[src/rtl/demux1an_rr_param.sv]
// Parametrised 1-to-N word demultiplexer for the PHY receive path.
// Stripes a valid-qualified word stream over NCH lanes round-robin or by explicit lane select.
module demux1an_rr_param #(
   parameter int WIDTH    = 8,
   parameter int NCH      = 4,
   parameter int SELW     = 2,
   parameter int IDLE_GAP = 4
) (
   input  logic                 clk_4f,
   input  logic                 reset_L,
   input  logic                 valid,
   input  logic [WIDTH-1:0]     data_in,
   input  logic                 mode_sel,
   input  logic [SELW-1:0]      sel_in,
   input  logic                 sync,
   output logic [NCH-1:0]       validout,
   output logic [NCH*WIDTH-1:0] dataout,
   output logic [SELW-1:0]      lane_ptr,
   output logic                 err_sel
);

   localparam int GAPW = $clog2(IDLE_GAP + 1);

   typedef enum logic [0:0] {
      ST_IDLE = 1'b0,
      ST_RUN  = 1'b1
   } state_t;

   state_t          state_r;
   state_t          state_s;
   logic [GAPW-1:0] gap_r;
   logic [GAPW-1:0] gap_s;
   logic [SELW-1:0] ptr_s;
   logic [SELW-1:0] tgt_s;
   logic            route_s;
   logic            err_s;
   logic [NCH-1:0]  vout_s;

   // Next-state, pointer, gap counter and routing decision; sync overrides everything else
   always_comb begin
      state_s = state_r;
      gap_s   = gap_r;
      ptr_s   = lane_ptr;
      tgt_s   = {SELW{1'b0}};
      route_s = 1'b0;
      err_s   = 1'b0;
      if (sync) begin
         gap_s = {GAPW{1'b0}};
         if (valid) begin
            route_s = 1'b1;
            state_s = ST_RUN;
            ptr_s   = mode_sel ? {SELW{1'b0}} : SELW'(1);
         end else begin
            state_s = ST_IDLE;
            ptr_s   = {SELW{1'b0}};
         end
      end else if (valid) begin
         gap_s   = {GAPW{1'b0}};
         state_s = ST_RUN;
         if (mode_sel) begin
            if (32'(sel_in) < 32'(NCH)) begin
               route_s = 1'b1;
               tgt_s   = sel_in;
            end else begin
               err_s = 1'b1;
            end
         end else begin
            // In IDLE the pointer is already 0, so the first word lands on lane 0
            route_s = 1'b1;
            tgt_s   = lane_ptr;
            ptr_s   = (lane_ptr == SELW'(NCH - 1)) ? {SELW{1'b0}} : lane_ptr + 1'b1;
         end
      end else if (state_r == ST_RUN) begin
         if (gap_r == GAPW'(IDLE_GAP - 1)) begin
            state_s = ST_IDLE;
            gap_s   = {GAPW{1'b0}};
            ptr_s   = {SELW{1'b0}};
         end else begin
            gap_s = gap_r + 1'b1;
         end
      end else begin
         gap_s = {GAPW{1'b0}};
         ptr_s = {SELW{1'b0}};
      end
   end

   // One-hot lane strobe for the routed word
   always_comb begin
      vout_s = {NCH{1'b0}};
      if (route_s) begin
         vout_s = {{(NCH-1){1'b0}}, 1'b1} << tgt_s;
      end else begin
         vout_s = {NCH{1'b0}};
      end
   end

   // State and output registers; lanes not strobed hold their last word
   always_ff @(posedge clk_4f or negedge reset_L) begin
      if (!reset_L) begin
         state_r  <= ST_IDLE;
         gap_r    <= {GAPW{1'b0}};
         lane_ptr <= {SELW{1'b0}};
         validout <= {NCH{1'b0}};
         dataout  <= {(NCH*WIDTH){1'b0}};
         err_sel  <= 1'b0;
      end else begin
         state_r  <= state_s;
         gap_r    <= gap_s;
         lane_ptr <= ptr_s;
         validout <= vout_s;
         err_sel  <= err_s;
         for (int i = 0; i < NCH; i++) begin
            if (vout_s[i]) begin
               dataout[i*WIDTH +: WIDTH] <= data_in;
            end
         end
      end
   end

endmodule

[config.mk]
export PLATFORM = sky130hd
export DESIGN_NAME = demux1an_rr_param
export DESIGN_NICKNAME = d
export VERILOG_FILES = /design/src/rtl/demux1an_rr_param.sv
export SDC_FILE = /design/constraint.sdc
export NUM_CORES = 1
export LEC_CHECK = 0
export ABC_AREA = 1
export CAP_MARGIN = 20
export CORE_UTILIZATION = 40
export CTS_BUF_LIST = sky130_fd_sc_hd__clkbuf_4 sky130_fd_sc_hd__clkbuf_8
export CTS_CLUSTER_DIAMETER = 60
export DETAILED_ROUTE_END_ITERATION = 10
export MAX_ROUTING_LAYER = met4
export PLACE_DENSITY = 0.7
export SETUP_SLACK_MARGIN = 0.05
export SYNTH_ARGS = -nofsm -noshare
export SYNTH_HDL_FRONTEND = slang
export SYNTH_SLANG_ARGS = --single-unit
[constraint.sdc]
create_clock -name clk_4f -period 3.4 [get_ports clk_4f]
set_clock_uncertainty 0.1 [all_clocks]
set_input_delay 0.85 -clock clk_4f [delete_from_list [all_inputs] [get_ports clk_4f]]
set_output_delay 0.85 -clock clk_4f [all_outputs]
set_load 0.005 [all_outputs]
==> results by group <==
Synthesis
  • Dominant cells by area after synthesis: dfrtp_1, nand2_1, nand4_1, nor2_8, nand2_4
  • Mapped Area: 1750 sq um
  • Mapped Nets: 202
  • Predominant post-synthesis flop cell: dfrtp_1
  • Synth unique cells: 17
  • Most frequent cell after synthesis: nand2_1
  • Register area share after synthesis: 59.9%
  • Largest area contributor in the netlist: dfrtp_1
  • Post-synthesis area per instance: 9.48 sq um
  • #FFs+latches synth: 42
  • Yosys warns: 0
  • Syn Inst Count: 185
  • Yosys top cell area share: 59.9%
  • Ys async rst share: 100%
  • EDFF count, synth: 0
  • Synth cell count leaders: nand2_1, dfrtp_1, nand4_1

Placement
  • GPL Wtd Cong: 0.765
  • Pre-CTS setup slack: 0.711 ns
  • Hpwl dp: 2820 um
  • Number of port buffers: 52
  • Area post-placement: 2320 sq um
  • Post-Place Cells: 285

Routing
  • Via Count: 1,360
  • Number of routed nets with antenna violations: 0
  • WL/cell: 12.8 um
  • DRC: 0
  • Initial DRC count: 89
  • Via density: 4.64
  • DR pass1 iterations: 4
  • Post-Route WL: 3760 um

STA
  • Final WS setup: 1.02 ns
  • Tmin final: 2.38 ns
  • Final period util: 70.0%
  • # setup viols final: 0
  • Fin. Hold Viols: 0
  • Max_slew headroom: 38.7%
  • Slew Viols, Final: 0
  • RSZ-0062 raised after global routing: false
  • Slew @ Worst Pin: 0.920 ns
  • Max Fclk: 420 MHz
  • Setup TNS: 0 ns

Global route
  • Initial antenna violation count: 0
  • Largest net degree at the start of global routing: 43
  • Vias in the first global route: 1,227
  • Global-route wire length before repair: 5980 um
  • Total grt overflow: 0
  • All-Layer GR Usage: 18.7%

Setup path
  • Worst setup SP type: input pin
  • Critical Path AT: 2.47 ns
  • Slowest cell on crit path: clkdlybuf4s50_1
  • Max incr delay on CP: 0.77 ns
  • WP data required: 3.49 ns
  • Setup CP Type: input pin to register
  • Crit path max-delay family: buffers and inverters
  • Kind of end point of the critical path: register
  • Max Fanout on Critical Path: 12
  • Crit path buffers/inverters: 3
  • Worst path cell trace: clkdlybuf4s50_1 > inv_2 > nor2_8 > nand2_4 > nor2_8 > inv_6 > nand2_1 > nand2_1

Clocking
  • Longest Clk Path Bufs: 2
  • CTS Hold Bufs: 0
  • Worst-path clk slew: 0.08 ns
  • Setup Buffers After CTS: 0
  • Number of gates resized after CTS: 0
  • Num Clock Sinks: 42
  • CTS Buf Count: 5
  • CTS tree: yes
  • Worst skew pair latency: 0.29 ns
  • H-Tree Level Count: 2
  • Clock Root Buffer: clkbuf_8

Run
  • Max-cap violation count: 0

Floorplanning
  • Io pins: 54
  • Die Width: 68.2 um
  • Core Rows: 23
  • Core ar.: 4120 sq um
  • Die Span Y: 68.2 um
  • Initial Util: 42.6%
  • Die area: 4650 sq um

Layout
  • Final nets: 259
  • Area Growth Syn to Fin: 38.8%
  • Final instance area: 2430 sq um
  • Layout cells sized above 1: 9.47%
  • Fill cell count: 376
  • Ant. Diodes: 0
  • Final std cells w/o fill: 293

Power
  • PwrDens: 566 nW/um^2
  • Sw power: 345 uW
  • Clk pwr share: 28.6%
  • Cell leakage power: 0.00125 uW
  • Gate power share: 24.8%
  • P_int: 1030 uW
  • Seq pwr share: 46.6%
  • Sw Ratio: 25.0%
  • Max IR drop VDD: 0.326 mV

Min path
  • Min-delay worst type: register to register

Outcome
  • Status: finished, final reports clean
==> final timing paths <==
path / end / slack [ns] / cells past startpoint / from
hold / removal: gap_r[0]$_DFF_PN0_ / 0.33 / 1 / gap_r[0]$_DFF_PN0_
setup reg to reg: dataout[8]$_DFFE_PN0P_ / 2.02 / 7 / lane_ptr[0]$_DFFE_PN0P_
max in group asynchronous: validout[3]$_DFF_PN0_ / 2.03 / 1 / reset_L
min in group asynchronous: dataout[16]$_DFFE_PN0P_ / 0.58 / 1 / reset_L
hold reg to reg: gap_r[0]$_DFF_PN0_ / 0.33 / 1 / gap_r[0]$_DFF_PN0_
setup / recovery: dataout[20]$_DFFE_PN0P_ / 1.02 / 8 / valid
==> layout make-up <==
type                            count  area, sq um  share of cell area [%]
Sequential cell                    42         1050                    43.2
Tap cell                           50         62.6                    2.57
Clock inverter                      1         30.0                    1.23
Clock buffer                        7         83.8                    3.44
Timing Repair Buffer               52          515                    21.2
Multi-Input combinational cell    132          651                    26.7
Inverter                            9         41.3                    1.70
==> power groups by stage <==
stage | sequential [uW] | combinational, uW | clock [uW]
final | 643 | 342 | 394
after global routing | 653 | 386 | 428
after CTS | 643 | 349 | 407
after detailed placement | 651 | 349 | 0
after global placement | 653 | 340 | 0
after floorplan | 656 | 105 | 0
==> per-layer routing <==
metal	vias to the layer above	share of wire [%]	global-route usage [%]
li1	691	-	-
met1	622	48	26.0
met2	44	46	26.6
met3	3	5.3	5.50
met4	0	0.51	4.69
met5	-	0	-
==> registers in the layout (all words and copies together) (netlist names) <==
| signal | flops |
|---|---|
| state_r | 1 |
| gap_r | 3 |
| lane_ptr | 2 |
| dataout | 32 |
| validout | 4 |
==> per-stage QoR <==
step	hold slack [ns]	utilization (%)	power, uW
CTS	0.336	59.2	1400
global placement	0.319	56.4	993
finish	0.329	59.2	1380
detailed placement	0.326	56.4	1000
floorplan	0.310	-	760
global route	0.371	59.2	1470
==> kinds of logic after synthesis <==
group                      after synthesis  share of synthesized area [%]
and+or+nand+nor                        129                           35.4
DFF                                     42                           59.9
buffers and inverters                   11                           3.00
adders and majority gates                2                           1.43
other                                    1                          0.214
==> cells in the final DEF (no fill, tap or decap) <==
master	n
buf_2	1
bufinv_16	1
clkbuf_4	2
clkbuf_8	5
clkdlybuf4s50_1	51
conb_1	1
dfrtp_1	42
ha_1	2
inv_1	4
inv_2	3
inv_4	1
inv_6	1
nand2_1	103
nand2_4	4
nand3_1	3
nand3_4	2
nand4_1	10
nor2_1	3
nor2_8	3
nor4_1	1
==> worst register-to-register path: cells and delay by family, from the launching register on <==
family                 cells  cell delay [ns]
and+or+nand+nor            6             0.69
DFF                        1             0.42
buffers and inverters      1             0.07
Note: power is estimated with default switching activity, not from simulation.
